### src/rtl/apb_mtimer.sv
// apb_mtimer: RISC-V machine timer (mtime/mtimecmp) exposed as a zero-wait-state APB completer.
// A prescaled 64-bit counter drives a registered level interrupt when mtime >= mtimecmp.
module apb_mtimer #(
  parameter int AddrWidth   = 12,
  parameter int PrescWidth  = 8,
  parameter bit ResetEnable = 1'b0
) (
  input  logic                 clk_i,
  input  logic                 rst_i,
  input  logic                 psel_i,
  input  logic                 penable_i,
  input  logic                 pwrite_i,
  input  logic [AddrWidth-1:0] paddr_i,
  input  logic [31:0]          pwdata_i,
  input  logic [3:0]           pstrb_i,
  output logic [31:0]          prdata_o,
  output logic                 pready_o,
  output logic                 pslverr_o,
  output logic                 irq_o
);

  localparam logic [2:0] OffMtimeLo = 3'd0;
  localparam logic [2:0] OffMtimeHi = 3'd1;
  localparam logic [2:0] OffCmpLo   = 3'd2;
  localparam logic [2:0] OffCmpHi   = 3'd3;
  localparam logic [2:0] OffCtrl    = 3'd4;

  logic [63:0]           r_mtime;
  logic [63:0]           r_cmp;
  logic [31:0]           r_shadow;
  logic [PrescWidth-1:0] r_presc;
  logic [PrescWidth-1:0] r_cnt;
  logic                  r_en;
  logic                  r_irq;

  logic                  w_access;
  logic                  w_err;
  logic                  w_wr;
  logic                  w_rd;
  logic                  w_ctrl_wr;
  logic                  w_tick;
  logic [2:0]            w_off;
  logic [63:0]           w_mtime_nxt;
  logic [63:0]           w_cmp_nxt;
  logic [31:0]           w_shadow_nxt;
  logic [31:0]           w_ctrl;
  logic [PrescWidth-1:0] w_presc_nxt;
  logic [PrescWidth-1:0] w_cnt_nxt;
  logic                  w_en_nxt;
  logic                  w_unused;

  function automatic logic [31:0] f_merge(input logic [31:0] old_v, input logic [31:0] new_v,
                                          input logic [3:0] strb);
    logic [31:0] res;
    res = old_v;
    for (int i = 0; i < 4; i++) begin
      if (strb[i]) res[8*i +: 8] = new_v[8*i +: 8];
    end
    return res;
  endfunction

  assign w_unused = ^{paddr_i[AddrWidth-1:5], paddr_i[1:0]};

  always_comb begin
    w_access  = psel_i & penable_i;
    w_off     = paddr_i[4:2];
    w_err     = w_access & (w_off > OffCtrl);
    w_wr      = w_access & pwrite_i & ~w_err;
    w_rd      = w_access & ~pwrite_i & ~w_err;
    w_ctrl_wr = w_wr & (w_off == OffCtrl);
    w_tick    = r_en & (r_cnt == r_presc);

    // Software writes override only their own lanes of the already-ticked value.
    w_mtime_nxt = w_tick ? r_mtime + 64'd1 : r_mtime;
    if (w_wr && w_off == OffMtimeLo) w_mtime_nxt[31:0]  = f_merge(w_mtime_nxt[31:0], pwdata_i, pstrb_i);
    if (w_wr && w_off == OffMtimeHi) w_mtime_nxt[63:32] = f_merge(w_mtime_nxt[63:32], pwdata_i, pstrb_i);

    w_cmp_nxt = r_cmp;
    if (w_wr && w_off == OffCmpLo) w_cmp_nxt[31:0]  = f_merge(r_cmp[31:0], pwdata_i, pstrb_i);
    if (w_wr && w_off == OffCmpHi) w_cmp_nxt[63:32] = f_merge(r_cmp[63:32], pwdata_i, pstrb_i);

    w_cnt_nxt = r_cnt;
    if (r_en) w_cnt_nxt = w_tick ? '0 : r_cnt + PrescWidth'(1);
    w_presc_nxt = r_presc;
    w_en_nxt    = r_en;
    if (w_ctrl_wr && pstrb_i[0]) w_en_nxt = pwdata_i[0];
    if (w_ctrl_wr && pstrb_i[1]) begin
      w_presc_nxt = pwdata_i[8 +: PrescWidth];
      w_cnt_nxt   = '0;
    end

    // Shadow gives an atomic LO-then-HI read of the running counter.
    w_shadow_nxt = r_shadow;
    if (w_rd && w_off == OffMtimeLo) w_shadow_nxt = r_mtime[63:32];
    if (w_wr && w_off == OffMtimeHi) w_shadow_nxt = w_mtime_nxt[63:32];

    w_ctrl                   = '0;
    w_ctrl[0]                = r_en;
    w_ctrl[8 +: PrescWidth]  = r_presc;
  end

  always_comb begin
    prdata_o = '0;
    if (w_rd && !rst_i) begin
      case (w_off)
        OffMtimeLo: prdata_o = r_mtime[31:0];
        OffMtimeHi: prdata_o = r_shadow;
        OffCmpLo:   prdata_o = r_cmp[31:0];
        OffCmpHi:   prdata_o = r_cmp[63:32];
        OffCtrl:    prdata_o = w_ctrl;
        default:    prdata_o = '0;
      endcase
    end
  end

  assign pready_o  = w_access & ~rst_i;
  assign pslverr_o = w_err & ~rst_i;
  assign irq_o     = r_irq;

  always_ff @(posedge clk_i) begin
    if (rst_i) begin
      r_mtime  <= '0;
      r_cmp    <= '1;
      r_shadow <= '0;
      r_presc  <= '0;
      r_cnt    <= '0;
      r_en     <= ResetEnable;
      r_irq    <= 1'b0;
    end else begin
      r_mtime  <= w_mtime_nxt;
      r_cmp    <= w_cmp_nxt;
      r_shadow <= w_shadow_nxt;
      r_presc  <= w_presc_nxt;
      r_cnt    <= w_cnt_nxt;
      r_en     <= w_en_nxt;
      r_irq    <= (w_mtime_nxt >= w_cmp_nxt);
    end
  end

endmodule

### config.mk
export PLATFORM = sky130hd
export DESIGN_NAME = apb_mtimer
export DESIGN_NICKNAME = d
export VERILOG_FILES = /design/src/rtl/apb_mtimer.sv
export SDC_FILE = /design/constraint.sdc
export NUM_CORES = 1
export LEC_CHECK = 0
export ABC_AREA = 1
export BUFFER_PORTS_ARGS = -buffer_cell sky130_fd_sc_hd__buf_2
export CORE_UTILIZATION = 40
export CTS_CLUSTER_SIZE = 40
export DETAILED_ROUTE_END_ITERATION = 10
export PLACE_DENSITY = 0.63
export SLEW_MARGIN = 20
export SYNTH_ARGS = -nofsm -noshare
export SYNTH_HDL_FRONTEND = slang
export SYNTH_SLANG_ARGS = --single-unit
### constraint.sdc
create_clock -name clk_i -period 3.6 [get_ports clk_i]
set_clock_uncertainty 0.15 [all_clocks]
set_input_delay 0.72 -clock clk_i [delete_from_list [all_inputs] [get_ports clk_i]]
set_output_delay 0.72 -clock clk_i [all_outputs]
set_load 0.02 [all_outputs]
==> reports/qor.yml, run 1 <==
pwr:
  p_seq_frac: 0.462
  p_int_mw: 3.188
  ir_drop_uv: 337.9
  powerDensity_nw_per_um2: 264.0
  p_clk_frac: 0.455
  sw_frac_of_total: 0.2589
  leakagePower_nw: 7.777
  combPwrFrac: 0.083
  switching_power_mw: 1.113
placement:
  numPlacedInstances: 2659
  gp_congestion: 0.9857
  dp_hpwl_um: 37150
  io_buffers: 78
clock_network:
  cts_tree: "yes"
  cts_buffer_depth: 2
  clk_pin_slew_worst_paths_ns: 0.07
  clock-sinks: 178
  cts-root-buf: "clkbuf_16"
  postCtsHoldBufs: 0
  ctsHtreeMaxLevel: 4
  numCtsBuffers: 17
  clk_latency_ns: 0.46
layout:
  fin_util: 0.5483
  final_common_cell: "nand2_1"
  drive_gt1_frac: 0.2590
  layout_common_cells: "519 x nand2_1, 344 x buf_4, 227 x inv_1"
  num-fill-cells: 2882
  final_cells: 2699
  regArea_um2: 3581
  diodes: 0
  nNetsFinal: 2416
  syn_to_final_growth_pct: 34.72
  multi_input_area_um2: 7543
critical_path:
  max_stage_delay_ns: 0.45
  arrival_ns: 3.70
  crit_required_ns: 3.81
  worstPathMaxFanout: 4
  end_kind: "flop"
  critPathLaunchType: "flop"
  crit_slowest_cell: "dfxtp_1"
  reg2reg_slack_ns: 0.10
  path_class: "reg2reg"
  cpMostUsedCell: "nand2_1"
  path_cells: "nand2_1 > nor2_1 > buf_4 > and2_1 > nand2_1 > nor2_4 > nand2_1 > o21ai_0 > nand3_1 > o21ai_2 > inv_1 > ha_1 > nand2_1 > buf_4 > nor2_1 > a22oi_2 > nand3_1 > a21oi_1 > nand3_1 > nand2_1 > inv_1"
  crit_family: "simple AND/OR/NAND/NOR gates"
  critPathBufInv: 4
synthesis:
  async_reset_ff_frac: 0
  synthDistinctLibCells: 45
  synth_top_family_by_area: "simple AND/OR/NAND/NOR gates"
  synth_warnings: 0
  synth_mux_area_frac: 0.002483
  syn_nets: 2036
  synth-seq-cells: 178
  synth_ff_type: "dfxtp_1"
  synth_fa_ha_area_frac: 0.06828
  synthCells: 1917
  synth_compound_area_frac: 0.1415
  synth_area_um2: 12090
  yosys.area_share.simple: 0.3713
  seq_area_frac_synth: 0.2946
  synth_xor_area_frac: 0.01955
  syn_avg_cell_area_um2: 6.309
  synth_edf_count: 0
timing:
  fmax_ghz: 0.2861
  min_period_ns: 3.496
  slew_violations: 0
  hold_slack_ns: 0.3637
  relSlewSlack: 0.3554
  fin_crit_sh: 0.9711
  finalHoldViolations: 0
  worst_slew_pin_slew_ns: 0.9669
  report.final.setup_viol: 0
floorplan:
  core_area_um2: 29720
  die_h_um: 175.9
  fp.dieW_um: 175.9
  pin_count: 88
  die_area_um2: 30930
  rows: 63
  start_util: 0.4070
route:
  antenna_left: 0
  vias: 14560
  wire_per_inst_um: 18.11
  drc_errors: 0
  drt_wl_total_um: 48880
  drt_first_pass_iters: 7
  via_per_inst: 5.395
  drtIter0Drc: 1406
grt:
  grtUsageTotal: 0.3194
  overflow: 0
  grt_pass1_vias: 13990
  antenna_found_initial: 0
  grt_max_degree: 71
  grt_pass1_wl_um: 75350
outcome:
  outcome: "completed"
worst_hold_path:
  hp-class: "reg2reg"
run:
  maxCapViolCount: 0
flip-flops by register name, summed over array words and instances (netlist names):
name      flops
r_mtime      64
irq_o         1
r_cmp        64
r_cnt         8
r_en          1
r_presc       8
r_shadow     32
power groups by stage:
stage / clock [mW] / sequential [mW] / combinational, mW
finish: 1.96 / 1.99 / 0.356
global route: 2.05 / 1.99 / 0.381
CTS: 1.97 / 1.99 / 0.346
detailed placement: 0 / 2.03 / 0.344
global placement: 0 / 2.03 / 0.340
floorplan: 0 / 2.03 / 0.169
cells in the mapped netlist, types with 11 or more instances:
cell type | instances | area [µm²]
inv_2 | 18 | 67.56
nand2_1 | 529 | 1986
a21oi_1 | 71 | 355.3
nand3_1 | 144 | 720.7
nor2_2 | 14 | 87.58
ha_1 | 66 | 825.8
a41oi_1 | 20 | 175.2
a221oi_1 | 18 | 157.7
dfxtp_1 | 178 | 3563
buf_2 | 13 | 65.06
xor2_1 | 18 | 157.7
nor2_1 | 227 | 852.1
o22ai_1 | 47 | 294.0
clkbuf_1 | 46 | 172.7
or2_2 | 11 | 68.82
o21ai_0 | 90 | 450.4
nand4_1 | 47 | 294.0
inv_1 | 230 | 863.3
nor3_1 | 26 | 130.1
repair_timing:
item | CTS | global route
pin swaps | 3 | 14
endpoints found under the setup margin | 1 | 1
resized for setup | 11 | 93
hold endpoints to repair | 0 | 0
setup buffers | 1 | 8
metal layers:
metal,share of wire,GRT usage
met1,0.43,0.4108
met2,0.45,0.5171
met3,0.071,0.04134
met4,0.054,0.1732
met5,0,0
cell type report:
type	count	share of cell area
timing repair buffer	431	0.1934
tap	390	0.02995
clock inverter	8	0.006220
clock buffer	23	0.02995
inverter	250	0.05767
sequential	178	0.2198
multi-input combinational	1419	0.4630
worst reg2reg max path, stage by stage, from the launching register on:
cell and delay, ns:
dfxtp_1 0.45, nand2_1 0.17, nor2_1 0.13, buf_4 0.14, and2_1 0.16, nand2_1 0.10
nor2_4 0.17, nand2_1 0.13, o21ai_0 0.16, nand3_1 0.13, o21ai_2 0.09, inv_1 0.06
ha_1 0.29, nand2_1 0.11, buf_4 0.12, nor2_1 0.04, a22oi_2 0.28, nand3_1 0.14
a21oi_1 0.14, nand3_1 0.10, nand2_1 0.07, inv_1 0.04
per-stage QoR:
stage	cell area, µm²	power (mW)	TNS [ns]	worst slack, ns
after global placement	15320	2.372	-0.2148	-0.2148
after CTS	15960	4.300	0	0.001519
after floorplan	12090	2.199	0	0.1935
after global routing	16290	4.422	-0.01993	-0.01993
after detailed placement	15320	2.376	-0.2348	-0.2348
final	16290	4.301	0	0.1042
cell families after synthesis:
family,count (synthesis)
compound gates,285
xor+xnor,27
fa+ha+maj,66
buf+inv,320
flops,178
mux,3
simple gates,1038
final timing paths:
path,start,depth (start not counted),to
min,r_cmp[0],2,r_cmp[0]
max,r_mtime[28],21,irq_o
max reg2reg,r_mtime[28],21,irq_o
min reg2reg,r_cmp[0],2,r_cmp[0]
Note: power is estimated with default switching activity, not from simulation.
==> run 2: changes to the inputs <==
PLACE_DENSITY = 0.65   (was 0.63)
clock period = 3.2 ns   (was 3.6 ns; I/O delays follow)
==> run 2 against run 1 <==
Effect of this change: the run now ends with setup timing left; combinational power grew 25%; clock-buffer cell count down 4; clock power rose by 6%; sequential share of layout area down 1.6 points; critical path type unchanged; critical endpoint unchanged; largest power group unchanged.
==> reports/qor.yml, run 2 (synthesis results as in run 1) <==
pwr:
  power.total_mw: 4.755
  ir_drop_uv: 321.3
  p_int_mw: 3.472
  leakagePower_nw: 8.408
  p_clk_frac: 0.437
  p_seq_frac: 0.469
  powerDensity_nw_per_um2: 267.5
  switching_power_mw: 1.283
  combPwrFrac: 0.093
  sw_frac_of_total: 0.2698
placement:
  dp_hpwl_um: 38250
  io_buffers: 78
  gp_congestion: 1.003
  numPlacedInstances: 2739
grt:
  grtUsageTotal: 0.3300
  antenna_found_initial: 0
  grt_pass1_wl_um: 77960
  grt_pass1_vias: 14430
  grt_max_degree: 65
  overflow: 0
timing:
  finalHoldViolations: 0
  report.final.setup_viol: 1
  hold_slack_ns: 0.3398
  rsz0062_at_grt: "true"
  worst_slew_pin_slew_ns: 0.7539
  setup_slack_ns: -0.1538
  min_period_ns: 3.354
  slew_violations: 0
  tns_ns: -0.1538
  fin_crit_sh: 1.048
  relSlewSlack: 0.4974
  fmax_ghz: 0.2982
critical_path:
  path_cells: "buf_6 > nand2_2 > nand2_2 > nor2_1 > nand2_1 > nor2_4 > buf_8 > nand2_2 > o21ai_0 > nand3_1 > o21ai_2 > inv_1 > ha_1 > nand2_1 > buf_4 > nor2_1 > a22oi_2 > nand3_1 > a21oi_2 > nand3_1 > nand2_1 > inv_1"
  critPathLaunchType: "flop"
  max_stage_delay_ns: 0.33
  critPathBufInv: 5
  worstPathMaxFanout: 6
  end_kind: "flop"
  arrival_ns: 3.56
  crit_family: "simple AND/OR/NAND/NOR gates"
  crit_slowest_cell: "dfxtp_2"
  crit_required_ns: 3.40
  path_class: "reg2reg"
clock_network:
  ctsHtreeMaxLevel: 4
  cts_tree: "yes"
  clk_pin_slew_worst_paths_ns: 0.08
  clock-sinks: 178
  numCtsBuffers: 17
  clk_latency_ns: 0.46
  postCtsHoldBufs: 0
  cts-root-buf: "clkbuf_16"
  cts_buffer_depth: 2
layout:
  drive_gt1_frac: 0.3502
  fin_util: 0.5982
  top_regs: "r_cmp: 64 flops, r_mtime: 64 flops, r_shadow: 32 flops"
  nNetsFinal: 2531
  syn_to_final_growth_pct: 46.98
  layout_common_cells: "484 x nand2_1, 444 x buf_4, 215 x inv_1"
  diodes: 0
  final_common_cell: "nand2_1"
  final_cells: 2814
floorplan:
  rows: 63
  fp.dieW_um: 175.9
  start_util: 0.4070
  core_area_um2: 29720
  die_area_um2: 30930
  die_h_um: 175.9
  pin_count: 88
route:
  wire_per_inst_um: 18.11
  drc_errors: 0
  via_per_inst: 5.354
  antenna_left: 0
  drt_first_pass_iters: 6
  drt_wl_total_um: 50960
  drtIter0Drc: 1458
  vias: 15070
worst_hold_path:
  hp-class: "in2reg"
outcome:
  outcome: "finished, violations left"
  violations: "setup timing"
run:
  maxCapViolCount: 0
-- run 2: metal layers --
layer	up-vias	part of all wire	global-route usage
met5	-	0	0
met4	0	0.047	0.1736
met3	123	0.068	0.04026
met2	647	0.46	0.5369
met1	7021	0.42	0.4261
li1	7276	-	-
-- run 2: power groups by stage --
| stage | Clock, mW | Sequential (mW) | Combinational (mW) |
|---|---|---|---|
| floorplan | 0 | 2.28 | 0.192 |
| global placement | 0 | 2.29 | 0.407 |
| detailed placement | 0 | 2.29 | 0.411 |
| CTS | 2.09 | 2.23 | 0.422 |
| global route | 2.18 | 2.23 | 0.470 |
| finish | 2.08 | 2.23 | 0.444 |
-- run 2: worst paths after layout --
path | startpoint | to | slack, ns | cells past startpoint
setup reg to reg | r_cnt[1] | irq_o | -0.15 | 22
hold reg to reg | r_cmp[34] | r_cmp[34] | 0.37 | 2
setup / recovery | r_cnt[1] | irq_o | -0.15 | 22
hold / removal | pwdata_i[11] | r_cmp[43] | 0.34 | 3
-- run 2: worst reg2reg max path, delay by kind of cell, from the launching register on --
| kind | cells | cell delay (ns) |
|---|---|---|
| simple gates | 12 | 1.25 |
| compound gates | 4 | 0.69 |
| buf+inv | 5 | 0.51 |
| flops | 1 | 0.33 |
| fa+ha+maj | 1 | 0.30 |
-- run 2: final cells by class --
| type | instances | area [µm²] |
|---|---|---|
| Tap cell | 390 | 488.0 |
| Sequential cell | 178 | 3615 |
| Clock inverter | 12 | 108.9 |
| Timing Repair Buffer | 546 | 4105 |
| Fill cell | 2788 | 11940 |
| Multi-Input combinational cell | 1419 | 8070 |
| Inverter | 250 | 945.9 |
| Clock buffer | 19 | 442.9 |
-- run 2: metrics by stage --
stage               cell area [µm²]  setup slack, ns
floorplan                     12120         -0.01741
global placement              15960          -0.5256
detailed placement            15960          -0.5589
CTS                           17200         -0.08464
global route                  17780          -0.3167
finish                        17780          -0.1538
-- run 2: timing repair --
action / CTS / global route
buffers inserted: 38 / 8
setup endpoints to repair: 1 / 2
gates cloned: 1 / 0
gates resized for setup: 117 / 168
pin swaps: 37 / 70
==> run 3: changes to the inputs <==
RECOVER_POWER = 100   (was not set)
SKIP_CTS_REPAIR_TIMING = 1   (was not set)
==> run 3 against run 2 <==
Effect of this change: sequential share of layout area increased by 0.21 points; final cell count shrank 0.39%; register-to-register slack about the same; clock power about the same; setup slack improved by 0.0021 ns; design area is 1.2% lower; first-iteration DRC count shrank 0.48%; utilization down 0.72 points; the run still ends with setup timing left; sequential cell count stayed put; power about the same.
==> reports/qor.yml, run 3 (synthesis results as in run 1) <==
route:
  drc_errors: 0
  antenna_left: 0
  wire_per_inst_um: 17.93
  drtIter0Drc: 1451
  drt_first_pass_iters: 5
  drt_wl_total_um: 50260
  vias: 14950
  via_per_inst: 5.334
timing:
  slew_violations: 0
  min_period_ns: 3.352
  tns_ns: -0.1517
  fin_crit_sh: 1.047
  setup_slack_ns: -0.1517
  finalHoldViolations: 0
  relSlewSlack: 0.5134
  fmax_ghz: 0.2984
  worst_slew_pin_slew_ns: 0.7299
  report.final.setup_viol: 1
  rsz0062_at_grt: "true"
grt:
  grt_pass1_vias: 13900
  overflow: 0
  grtUsageTotal: 0.3193
  grt_pass1_wl_um: 75180
  grt_max_degree: 65
  antenna_found_initial: 0
critical_path:
  arrival_ns: 3.56
  path_class: "reg2reg"
  r2r-end: "irq_o"
  critPathLaunchType: "flop"
  r2r-start: "r_mtime[4]"
  crit_required_ns: 3.41
  rr_worst_depth: 26
  reg2reg_slack_ns: -0.15
  end_kind: "flop"
  worstPathMaxFanout: 3
placement:
  numPlacedInstances: 2739
  dp_hpwl_um: 38250
  io_buffers: 78
  dp_slack_ns: -0.5589
  gp_congestion: 1.003
floorplan:
  pin_count: 88
  start_util: 0.4070
  fp.dieW_um: 175.9
  die_area_um2: 30930
  die_h_um: 175.9
  core_area_um2: 29720
  rows: 63
pwr:
  combPwrFrac: 0.092
  p_clk_frac: 0.438
  switching_power_mw: 1.281
  leakagePower_nw: 8.367
  p_int_mw: 3.469
  powerDensity_nw_per_um2: 270.5
  ir_drop_uv: 326.0
  sw_frac_of_total: 0.2697
  p_seq_frac: 0.470
outcome:
  outcome: "finished, violations left"
  violations: "setup timing"
layout:
  final_cells: 2803
  layout_common_cells: "491 x nand2_1, 429 x buf_4, 218 x inv_1"
  nNetsFinal: 2520
  final_common_cell: "nand2_1"
  fin_util: 0.5910
  syn_to_final_growth_pct: 45.22
  top_regs: "r_cmp: 64 flops, r_mtime: 64 flops, r_shadow: 32 flops"
  diodes: 0
  drive_gt1_frac: 0.3336
clock_network:
  ctsHtreeMaxLevel: 4
  clk_pin_slew_worst_paths_ns: 0.08
  numCtsBuffers: 17
  clock-sinks: 178
  cts-root-buf: "clkbuf_16"
  clk_latency_ns: 0.46
  cts_tree: "yes"
  cts_buffer_depth: 2
worst_hold_path:
  worstHoldStart: "pwdata_i[11]"
  hold_depth: 3
  min_to: "r_cmp[43]"
  hp-class: "in2reg"
run:
  maxCapViolCount: 0
run 3: cell types whose count changed in the layout (fill, tap and decap cells not counted), moves of 4 or more:
cell / delta
buf_6: -4
nor2_2: -4
nor2_1: +5
clkbuf_1: +6
nand2_2: -8
buf_4: -15
nand2_1: +7
run 3: worst max-delay path, stage by stage (launching register included):
cell and delay [ns]:
dfxtp_2 0.34, nand2_2 0.08, buf_4 0.16, nor2_4 0.14
buf_4 0.13, nand2_1 0.07, nor2_1 0.11, nand2_1 0.09
buf_4 0.15, xor2_1 0.13, o21ai_1 0.18, nand2_1 0.09
o21ai_2 0.07, inv_1 0.08, ha_1 0.29, nand2_1 0.09
inv_1 0.04, o21ai_0 0.06, nand2_1 0.09, nand2_1 0.08
nand3_2 0.10, a21oi_4 0.22, nand2_1 0.07, nand2_1 0.06
nand3_1 0.07, nand2_1 0.06, inv_1 0.04
run 3: worst max path at each step:
stage,start,depth (start not counted),to,slack [ns]
after global routing,r_mtime[5],26,irq_o,-0.30
after floorplan,paddr_i[4],21,irq_o,-0.02
after detailed placement,paddr_i[4],20,irq_o,-0.56
after global placement,paddr_i[4],20,irq_o,-0.53
after CTS,r_presc[0],23,irq_o,-0.45
final,r_mtime[4],26,irq_o,-0.15
run 3: final cells by class:
cell class | count | area (µm²)
clock buffers | 19 | 442.9
multi-input cells | 1419 | 7974
repair buffers | 535 | 3995
inverters | 250 | 945.9
fillers | 2818 | 12150
clock inverters | 12 | 108.9
flip-flops and latches | 178 | 3608
well taps | 390 | 488.0
run 3: stage by stage:
stage               hold WS [ns]  area, µm²  power, mW
global placement          0.3385      15960      2.692
finish                    0.3628      17560      4.751
global route              0.3960      17560      4.875
CTS                       0.3452      16520      4.740
detailed placement        0.3454      15960      2.696
floorplan                 0.3041      12120      2.476
run 3: power groups by stage:
stage	Clock [mW]	Combinational [mW]	Sequential, mW
floorplan	0	0.192	2.28
global placement	0	0.407	2.29
detailed placement	0	0.411	2.29
CTS	2.09	0.413	2.23
global route	2.18	0.464	2.23
finish	2.08	0.436	2.23
run 3: routing by layer:
layer  global-route usage  wire [µm]
met1               0.4135      21680
met2               0.5168      22850
met3              0.04199       3344
met4               0.1656       2386
met5                    0          0
